[src/rtl/gshare_pht_pkg.sv]
// gshare_pht_pkg: shared definitions for the gshare direction predictor.
//   - 2-bit counter state encodings (SNT/WNT/WT/ST)
//   - ctr_update(): saturating counter update
//   - pipe_rec_t: F->D->E record carried alongside each fetched instruction
// The idx/ghr fields are sized to the largest supported configuration. Narrower
// configurations use the low bits and leave the upper bits at zero.
package gshare_pht_pkg;

    localparam logic [1:0] SNT = 2'b00;  // strong not-taken
    localparam logic [1:0] WNT = 2'b01;  // weak not-taken
    localparam logic [1:0] WT  = 2'b10;  // weak taken
    localparam logic [1:0] ST  = 2'b11;  // strong taken

    localparam int unsigned IDX_MAX_W = 16;
    localparam int unsigned GHR_MAX_W = 16;

    typedef struct packed {
        logic                 valid;
        logic                 hit;    // F saw a BTB branch hit with taken enabled
        logic                 pred;   // direction fetch actually followed
        logic [IDX_MAX_W-1:0] idx;    // PHT index used at F
        logic [GHR_MAX_W-1:0] ghr;    // GHR before the F-stage speculative shift
        logic [31:0]          pc;
    } pipe_rec_t;

    function automatic logic [1:0] ctr_update(input logic [1:0] ctr, input logic taken);
        logic [1:0] nxt;
        if (taken) begin
            nxt = (ctr == ST) ? ST : ctr + 2'd1;
        end else begin
            nxt = (ctr == SNT) ? SNT : ctr - 2'd1;
        end
        return nxt;
    endfunction

endpackage

[src/rtl/gshare_pht_counter_array.sv]
// pht_counter_array: array of 2-bit saturating counters.
//   clk_i       clock
//   rst_i       asynchronous active-high reset; all counters -> WNT
//   rd_idx_i    asynchronous read index
//   rd_ctr_o    counter value at rd_idx_i (pre-write value on a same-cycle write)
//   wr_en_i     apply a saturating update at wr_idx_i on the next edge
//   wr_idx_i    update index
//   wr_taken_i  update direction (1: increment, 0: decrement)
module pht_counter_array
    import gshare_pht_pkg::*;
#(
    parameter int unsigned NumEntries = 64,
    parameter int unsigned IdxW       = $clog2(NumEntries)
) (
    input  logic            clk_i,
    input  logic            rst_i,
    input  logic [IdxW-1:0] rd_idx_i,
    output logic [1:0]      rd_ctr_o,
    input  logic            wr_en_i,
    input  logic [IdxW-1:0] wr_idx_i,
    input  logic            wr_taken_i
);

    logic [1:0] ctr_q [NumEntries];
    logic [1:0] wr_val_d;

    assign rd_ctr_o = ctr_q[rd_idx_i];

    always_comb begin
        wr_val_d = ctr_update(ctr_q[wr_idx_i], wr_taken_i);
    end

    always_ff @(posedge clk_i or posedge rst_i) begin
        if (rst_i) begin
            for (int i = 0; i < int'(NumEntries); i++) begin
                ctr_q[i] <= WNT;
            end
        end else if (wr_en_i) begin
            ctr_q[wr_idx_i] <= wr_val_d;
        end
    end

endmodule

[src/rtl/gshare_pht.sv]
// gshare_pht: gshare-indexed pattern history table and fetch direction predictor.
//   clk               clock, all state on posedge
//   reset_i           asynchronous active-high reset
//   pc_i              F-stage PC
//   BTBtarget_i       F, BTB target (0 on miss)
//   jumphit_i         F, BTB hit on a jump entry
//   branchhit_i       F, BTB hit on a branch entry
//   branchtaken_en_i  F, BTB hit; prediction may be taken
//   B_e_i             E, instruction in E is a conditional branch
//   taken_e_i         E, resolved branch outcome
//   target_e_i        E, resolved branch target
//   predict_taken_o   F, redirect fetch to pred_pc_o
//   pred_pc_o         F, predicted next PC
//   PHTincrement_o    E, valid taken conditional branch (BTB write condition)
//   mispredict_o      E, direction mispredicted; flush F/D
//   recover_pc_o      E, correct next PC when mispredict_o is high
module gshare_pht
    import gshare_pht_pkg::*;
#(
    parameter int unsigned NUM_PHT_ENTRIES = 64,
    parameter int unsigned GHR_BITS        = 6
) (
    input  logic        clk,
    input  logic        reset_i,
    input  logic [31:0] pc_i,
    input  logic [31:0] BTBtarget_i,
    input  logic        jumphit_i,
    input  logic        branchhit_i,
    input  logic        branchtaken_en_i,
    input  logic        B_e_i,
    input  logic        taken_e_i,
    input  logic [31:0] target_e_i,
    output logic        predict_taken_o,
    output logic [31:0] pred_pc_o,
    output logic        PHTincrement_o,
    output logic        mispredict_o,
    output logic [31:0] recover_pc_o
);

    localparam int unsigned LOG2_PHT = $clog2(NUM_PHT_ENTRIES);

    if ((1 << LOG2_PHT) != NUM_PHT_ENTRIES) begin : g_bad_entries
        $error("NUM_PHT_ENTRIES must be a power of two");
    end
    if (GHR_BITS > LOG2_PHT || GHR_BITS < 2) begin : g_bad_ghr
        $error("GHR_BITS must be in [2, LOG2_PHT]");
    end
    if (LOG2_PHT > IDX_MAX_W || GHR_BITS > GHR_MAX_W) begin : g_bad_rec
        $error("configuration exceeds pipe_rec_t field widths");
    end

    typedef logic [LOG2_PHT-1:0] idx_t;

    logic [GHR_BITS-1:0] ghr_q, ghr_d;
    pipe_rec_t           pipe_d_q, pipe_d_d;
    pipe_rec_t           pipe_e_q, pipe_e_d;
    pipe_rec_t           rec_f;

    idx_t       idx_f;
    idx_t       idx_e;
    logic [1:0] ctr_f;
    logic       pred_raw;
    logic       f_branch_hit;
    logic       mispredict;
    logic       pht_we;

    // ---------------- F stage ----------------
    assign idx_f        = pc_i[LOG2_PHT+1:2] ^ idx_t'(ghr_q);
    assign f_branch_hit = branchhit_i & branchtaken_en_i;
    assign pred_raw     = branchtaken_en_i & (jumphit_i | (branchhit_i & ctr_f[1]));

    // Outputs are forced to their idle values while reset is asserted.
    assign predict_taken_o = pred_raw & ~reset_i;
    assign pred_pc_o       = predict_taken_o ? BTBtarget_i : pc_i + 32'd4;

    always_comb begin
        rec_f                     = '0;
        rec_f.valid               = 1'b1;
        rec_f.hit                 = f_branch_hit;
        rec_f.pred                = pred_raw;
        rec_f.idx[LOG2_PHT-1:0]   = idx_f;
        rec_f.ghr[GHR_BITS-1:0]   = ghr_q;
        rec_f.pc                  = pc_i;
    end

    // ---------------- E stage ----------------
    assign idx_e      = pipe_e_q.idx[LOG2_PHT-1:0];
    // A BTB miss leaves pred at 0, so it resolves as predicted not-taken.
    assign mispredict = B_e_i & pipe_e_q.valid & (taken_e_i != pipe_e_q.pred);
    assign pht_we     = B_e_i & pipe_e_q.valid & ~reset_i;

    assign mispredict_o   = mispredict;
    assign PHTincrement_o = B_e_i & taken_e_i & pipe_e_q.valid;
    assign recover_pc_o   = reset_i   ? 32'd4 :
                            taken_e_i ? target_e_i : pipe_e_q.pc + 32'd4;

    // ---------------- next state ----------------
    always_comb begin
        ghr_d = ghr_q;
        // Recovery rebuilds history from the E snapshot and wins over any F shift.
        if (mispredict) begin
            ghr_d = {pipe_e_q.ghr[GHR_BITS-2:0], taken_e_i};
        end else if (f_branch_hit) begin
            ghr_d = {ghr_q[GHR_BITS-2:0], pred_raw};
        end
    end

    always_comb begin
        pipe_d_d       = rec_f;
        pipe_d_d.valid = ~mispredict;
        pipe_e_d       = pipe_d_q;
        pipe_e_d.valid = pipe_d_q.valid & ~mispredict;
    end

    always_ff @(posedge clk or posedge reset_i) begin
        if (reset_i) begin
            ghr_q    <= '0;
            pipe_d_q <= '0;
            pipe_e_q <= '0;
        end else begin
            ghr_q    <= ghr_d;
            pipe_d_q <= pipe_d_d;
            pipe_e_q <= pipe_e_d;
        end
    end

    pht_counter_array #(
        .NumEntries (NUM_PHT_ENTRIES),
        .IdxW       (LOG2_PHT)
    ) u_pht (
        .clk_i      (clk),
        .rst_i      (reset_i),
        .rd_idx_i   (idx_f),
        .rd_ctr_o   (ctr_f),
        .wr_en_i    (pht_we),
        .wr_idx_i   (idx_e),
        .wr_taken_i (taken_e_i)
    );

    // hit and the upper/unused record bits are carried for debug only.
    logic unused_rec;
    assign unused_rec = ^{pipe_e_q.hit, pipe_e_q.idx, pipe_e_q.ghr};

endmodule

[config.mk]
export PLATFORM = sky130hd
export DESIGN_NAME = gshare_pht
export DESIGN_NICKNAME = d
export VERILOG_FILES = /design/src/rtl/gshare_pht_pkg.sv /design/src/rtl/gshare_pht_counter_array.sv /design/src/rtl/gshare_pht.sv
export SDC_FILE = /design/constraint.sdc
export NUM_CORES = 1
export LEC_CHECK = 0
export CORE_ASPECT_RATIO = 2
export CORE_MARGIN = 2
export CORE_UTILIZATION = 35
export DETAILED_ROUTE_END_ITERATION = 7
export PLACE_DENSITY = 0.62
export SYNTH_ARGS = -nofsm -noshare
export SYNTH_HDL_FRONTEND = slang
export SYNTH_SLANG_ARGS = --single-unit
[constraint.sdc]
create_clock -name clk -period 13.28 [get_ports clk]
set_input_delay 2.656 -clock clk [delete_from_list [all_inputs] [get_ports clk]]
set_output_delay 2.656 -clock clk [all_outputs]
set_load 0.05 [all_outputs]
# After elaboration in Yosys (flattened, before gate mapping)
# Cells that the tools add are included.
# word_totals
register_bits,224
output_inout_bits,67
elab_cells,120
input_bits,103
# op_classes
magnitude_cmp,3
bitwise,16
addsub,4
eq_ne,2
n_reduce_logical,3
mux,17
# op_table
operator,n
128-bit bitwise mux,1
32-bit 2-to-1 mux,3
32-bit by 3-bit adder with 32-bit output (second input constant),2
2-bit binary-select mux with 6-bit select,2
2-bit 2-to-1 mux,8
7-bit greater-or-equal comparator (second input constant),2
6-bit NOT with 7-bit output,2
2-bit demux with 6-bit select,1
6-bit 2-to-1 mux,2
1-bit AND,10
7-bit by 1-bit < comparator with 1-bit output (second input constant),1
6-bit bitwise XOR,1
2-bit by 1-bit adder with 2-bit output (second input constant),1
2-bit == test (second input constant),1
2-bit logical NOT,1
1-bit NOT,2
2-bit nonzero test,1
2-bit by 1-bit subtractor with 2-bit output (second input constant),1
1-bit logical AND,1
1-bit inequality test,1
1-bit OR,1

# Depth between registers and ports, before layout
# depth
depth_word,10
ltp_mapped,11
depth_no_buf,8

# Cells and area by module
# From an unflattened synthesis, not the netlist that was laid out.
# unflattened
cells_unflattened,1134
hier_area_um2,12189.2
# modules_own_cells
mod,area_per_inst_um2,instances,cells_per_inst,seq_area_each_um2
pht_counter_array,7505.9,1,656,3283.1
gshare_pht,4683.2,1,478,2402.3

# Worst setup path before layout
# Ideal clock, no wire load.
# synth_timing
path_type,input port to output port
from,in reset_i
to,out pred_pc_o[2]
arrival_ps,9525
path_slack_ps,1099
n_path_buf,2
stages,6
required_time_ps,10624
path_cell_list,buf_6 -> inv_1 -> nand3_1 -> o41ai_4 -> buf_6 -> mux2i_1
# synth_between
elab_chain_cells,3
# synth_lines
element,line_no,source
from (decl),gshare_pht.sv:24,"input logic reset_i,"
1-bit NOT,gshare_pht.sv:73,assign predict_taken_o = pred_raw & ~reset_i;
1-bit AND,gshare_pht.sv:73,
named net predict_taken_o,gshare_pht.sv:33,"output logic predict_taken_o,"
32-bit 2-to-1 mux,gshare_pht.sv:74,assign pred_pc_o = predict_taken_o ? BTBtarget_i : pc_i + 32'd4;
to (decl),gshare_pht.sv:34,"output logic [31:0] pred_pc_o,"
# The timed path passes the listed nets, and every way through them passes these cells.

# Final worst setup path
# layout_timing
from,in pc_i[4]
to,out pred_pc_o[31]
# layout_between
elab_chain_cells,10
word_cells_on_any_way,11
classes_between,add/sub: 1; mux: 4; bitwise: 6
# layout_lines
element,line_no,source
from (decl),gshare_pht.sv:25,"input logic [31:0] pc_i,"
6-bit bitwise XOR,gshare_pht.sv:68,assign idx_f = pc_i[LOG2_PHT+1:2] ^ idx_t'(ghr_q);
6-bit NOT with 7-bit output (implied by the code),gshare_pht_counter_array.sv:27,assign rd_ctr_o = ctr_q[rd_idx_i];
2-bit binary-select mux with 6-bit select,gshare_pht_counter_array.sv:27,
2-bit 2-to-1 mux (implied by the code) (2 in a row),gshare_pht_counter_array.sv:27,
1-bit AND,gshare_pht.sv:70,assign pred_raw = branchtaken_en_i & (jumphit_i | (branchhit_i & ctr_f[1]));
1-bit OR,gshare_pht.sv:70,
1-bit AND,gshare_pht.sv:70,
1-bit AND,gshare_pht.sv:73,
32-bit 2-to-1 mux (*),gshare_pht.sv:74,
# Every way passes the cells marked *; elsewhere a longest branch is shown, timed or not. The select of a mux whose other input is x is not followed.

==> summary.md <==
| Metric | Value |
|---|---|
| Crit Path Max Fanout | 33 |
| Max transition margin | 0.1623 |
| 1st-iter DRT viols | approximately 350 |
| Reg2reg setup slack | approximately 9.2 ns |
| Mapped Area | between 10000 and 15000 µm² |
| Overall Global Routing Usage | 0.1947 |
| Number of global-route vias before repair | between 9000 and 10000 |
| RSZ-0062 raised after global routing | no |
| WP data arrival | ~7.1 ns |
| Cts repair resizes | 0 |
| Max frequency | roughly 100 MHz |
| Initial Util | 0.3555 |
| Worst setup path class | in2out |
| Worst r2r path cells | 8 |
| Detailed placer's ending HPWL | around 24000 µm |
| Worst slack at placement | roughly 3.6 ns |
| Site row count | 93 |
| Peak VDD IR | about 0.00011 V |
| Setup Skew | between 0.01 and 0.015 ns |
| Synthesized instance count | between 1000 and 1500 |
| Detailed-route wire length | 33130 µm |
| Min Clock Period, post-route | between 9 and 10 ns |
| Ys flop type | dfrtp_1 |
| Reg-to-reg endpoint | u_pht.ctr_q[115]$_DFFE_PP0P_ |
| Initial antenna violation count | 1 |
| Via-per-instance ratio | 5.320 |
| WHS Path Cells | 0 |
| Area Growth Syn to Fin | 24.57% |
| Synth warn | 0 |
| Die width | between 100 and 150 µm |
| Clock buffer depth | 3 |
| P_leak | around 5.7 nW |
| First-pass GRT wire length | just over 50000 µm |
| Status | complete, no violations |
| Final Cycle Share | 0.7312 |
| CTS Hold Buffers Added | 0 |
| Worst slew pin tran | about 1.2 ns |
| Register area share after synthesis | 0.4962 |
| TritonCTS clock tree | yes |
| Clock root buffer | clkbuf_16 |
| Fin. max-slew vios | 0 |
| Register bit total from synthesis | between 200 and 250 |
| Postcts setup bufs | 0 |
| Power Density | approximately 170 nW/µm² |
| Post-synth cell types | 61 |
| IO Count | 170 |
| DRC Markers | 0 |
| CTS Sinks | 224 |
| Vias | around 8500 |
| CP Launch Type | input pin |
| Total gr overflow | 0 |
| # Max-Cap Violations | 0 |
| DP Area | 13560 µm² |
| Worst Min Path Start | pipe_d_q[51]$_DFF_PP0_ |
| Average wire per standard cell | about 21 µm |
| CP Capture Type | output pin |
| Reg2Reg Launch Point | idx_e[2]$_DFF_PP0_ |
| Share of cells above drive strength 1 | 0.2272 |
| Design area | about 14000 µm² |
| CP required | ~11 ns |
| Worst Hold Endpoint | idx_e[3]$_DFF_PP0_ |
| Clk slew on worst S/H paths | roughly 0.07 ns |
| Buffers on Ports | between 150 and 200 |
| Fillers | ~3000 |
| Final worst slack | approximately 3.6 ns |
| Asr flop ratio synth | 1.000 |
| Die height | 259.9 µm |
| Hold Crit Class | reg2reg |
| Post-synth EDFFs | 0 |
| RePlAce Congestion | 0.8747 |
| CTS H-tree depth | 1 |
| Synthesized area per cell | 11.38 µm² |
| Final hold vios | 0 |
| Fin nets | between 1000 and 1500 |
| Core Area | between 30000 and 40000 µm² |
| DIE AREA | between 30000 and 40000 µm² |
| Final setup viols | 0 |
| Skew-Pair Late Insertion Delay | a little over 0.5 ns |
| Clock buffer count from CTS | 21 |
| Post-layout util | 0.4428 |
| Setup_tns | 0 ns |
| Post-Synthesis Net Count | 1112 |
| Drt pass-1 iters | 5 |
| Detail Route Antenna Nets | 0 |
| Largest net degree at the start of global routing | roughly 130 |
==> critical path, stage by stage <==
cell and delay (ns):
clkdlybuf4s50_1 0.63, xor2_2 0.79, mux4_1 0.40, mux2_2 0.27, a311o_2 0.41, o22ai_2 0.29, o41ai_4 0.12, buf_4 0.31
mux2_2 0.31, clkdlybuf4s50_1 0.79
==> cell usage after synthesis, types with 8 or more instances <==
cell / count / share of area
mux2i_1: 39 / 0.034
nor2_1: 84 / 0.028
nand2_1: 142 / 0.047
nand4_1: 16 / 0.0087
mux4_2: 31 / 0.061
a21oi_1: 46 / 0.020
xnor2_1: 31 / 0.024
dfstp_2: 64 / 0.15
nor3_1: 17 / 0.0074
o21ai_0: 54 / 0.024
mux2_4: 27 / 0.035
dfrtp_1: 160 / 0.35
and3_1: 8 / 0.0044
xor2_1: 27 / 0.021
clkbuf_1: 31 / 0.010
mux2_2: 71 / 0.070
nand3_1: 30 / 0.013
buf_2: 11 / 0.0048
==> how the worst max path moves through the flow <==
| stage | depth (start not counted) | startpoint | endpoint | slack, ns |
|---|---|---|---|---|
| 3_5_place_dp | 10 | pc_i[4] | pred_pc_o[31] | 3.59 |
| 2_1_floorplan | 6 | reset_i | pred_pc_o[2] | 1.10 |
| 5_1_grt | 10 | pc_i[4] | pred_pc_o[1] | 3.40 |
| 6_report | 10 | pc_i[4] | pred_pc_o[31] | 3.57 |
| 4_1_cts | 10 | pc_i[4] | pred_pc_o[31] | 3.59 |
| 3_3_place_gp | 10 | pc_i[4] | pred_pc_o[31] | 3.74 |
==> per-layer routing <==
metal,up-vias,share of wire,track usage
li1,3885,-,-
met1,4260,0.33,0.1889
met2,288,0.56,0.3864
met3,95,0.040,0.02183
met4,0,0.064,0.1175
met5,-,0,0
==> registers in the layout (all words and copies together), names as in the netlist <==
| register | flops |
|---|---|
| idx_e | 6 |
| ghr_q | 6 |
| pipe_d_q | 45 |
| u_pht.ctr_q | 128 |
| pipe_e_q | 39 |
==> power by group <==
group	total [W]	internal, W	switching, W
Clock	0.000624	0.000362	0.000262
Sequential	0.000986	0.000876	0.000110
Combinational	0.000808	0.000332	0.000476
Total	0.00242	0.00157	0.000847
==> cell usage in the layout, fill, tap and decap left out, drive strengths merged, types with 5 or more instances in the layout <==
cell type	n
a211oi	7
a21oi	47
a31oi	6
and3	9
and4	6
buf	16
clkbuf	25
clkdlybuf4s50	167
clkinv	8
dfrtp	160
dfstp	64
inv	9
mux2	98
mux2i	39
mux4	38
nand2	143
nand2b	6
nand3	30
nand4	16
nor2	84
nor3	17
nor4	5
o21ai	54
or3	6
xnor2	31
xor2	30
==> area by class of cell <==
| type | count | area, µm² | area share |
|---|---|---|---|
| repair buffers | 183 | 1799 | 0.1261 |
| diodes | 1 | 2.502 | 0.0001753 |
| well taps | 427 | 534.3 | 0.03743 |
| multi-input cells | 721 | 5498 | 0.3852 |
| flip-flops and latches | 224 | 5687 | 0.3984 |
| inverters | 10 | 45.04 | 0.003156 |
| clock inverters | 12 | 147.6 | 0.01034 |
| clock buffers | 25 | 560.5 | 0.03927 |
==> per-stage QoR <==
step	hold slack (ns)	total power [W]	std cells
2_1_floorplan	0.3312	0.001549	1007
3_3_place_gp	0.3315	0.001793	1565
3_5_place_dp	0.3347	0.001811	1565
4_1_cts	0.3474	0.002440	1602
5_1_grt	0.3463	0.002536	1603
6_report	0.3444	0.002418	1603
==> logic make-up (layout without fill, tap and decap cells) <==
group | Yosys count | in the layout | synth area share
muxes | 175 | 175 | 0.2162
adders and majority gates | 4 | 4 | 0.003931
AOI/OAI and AO/OA | 137 | 137 | 0.07196
buffers and inverters | 62 | 230 | 0.02511
xor gates and xnor gates | 61 | 61 | 0.04957
other | 0 | 1 | 0
DFF | 224 | 224 | 0.4962
and+or+nand+nor | 344 | 344 | 0.1370
No activity file was read; power rests on OpenSTA's default activity.
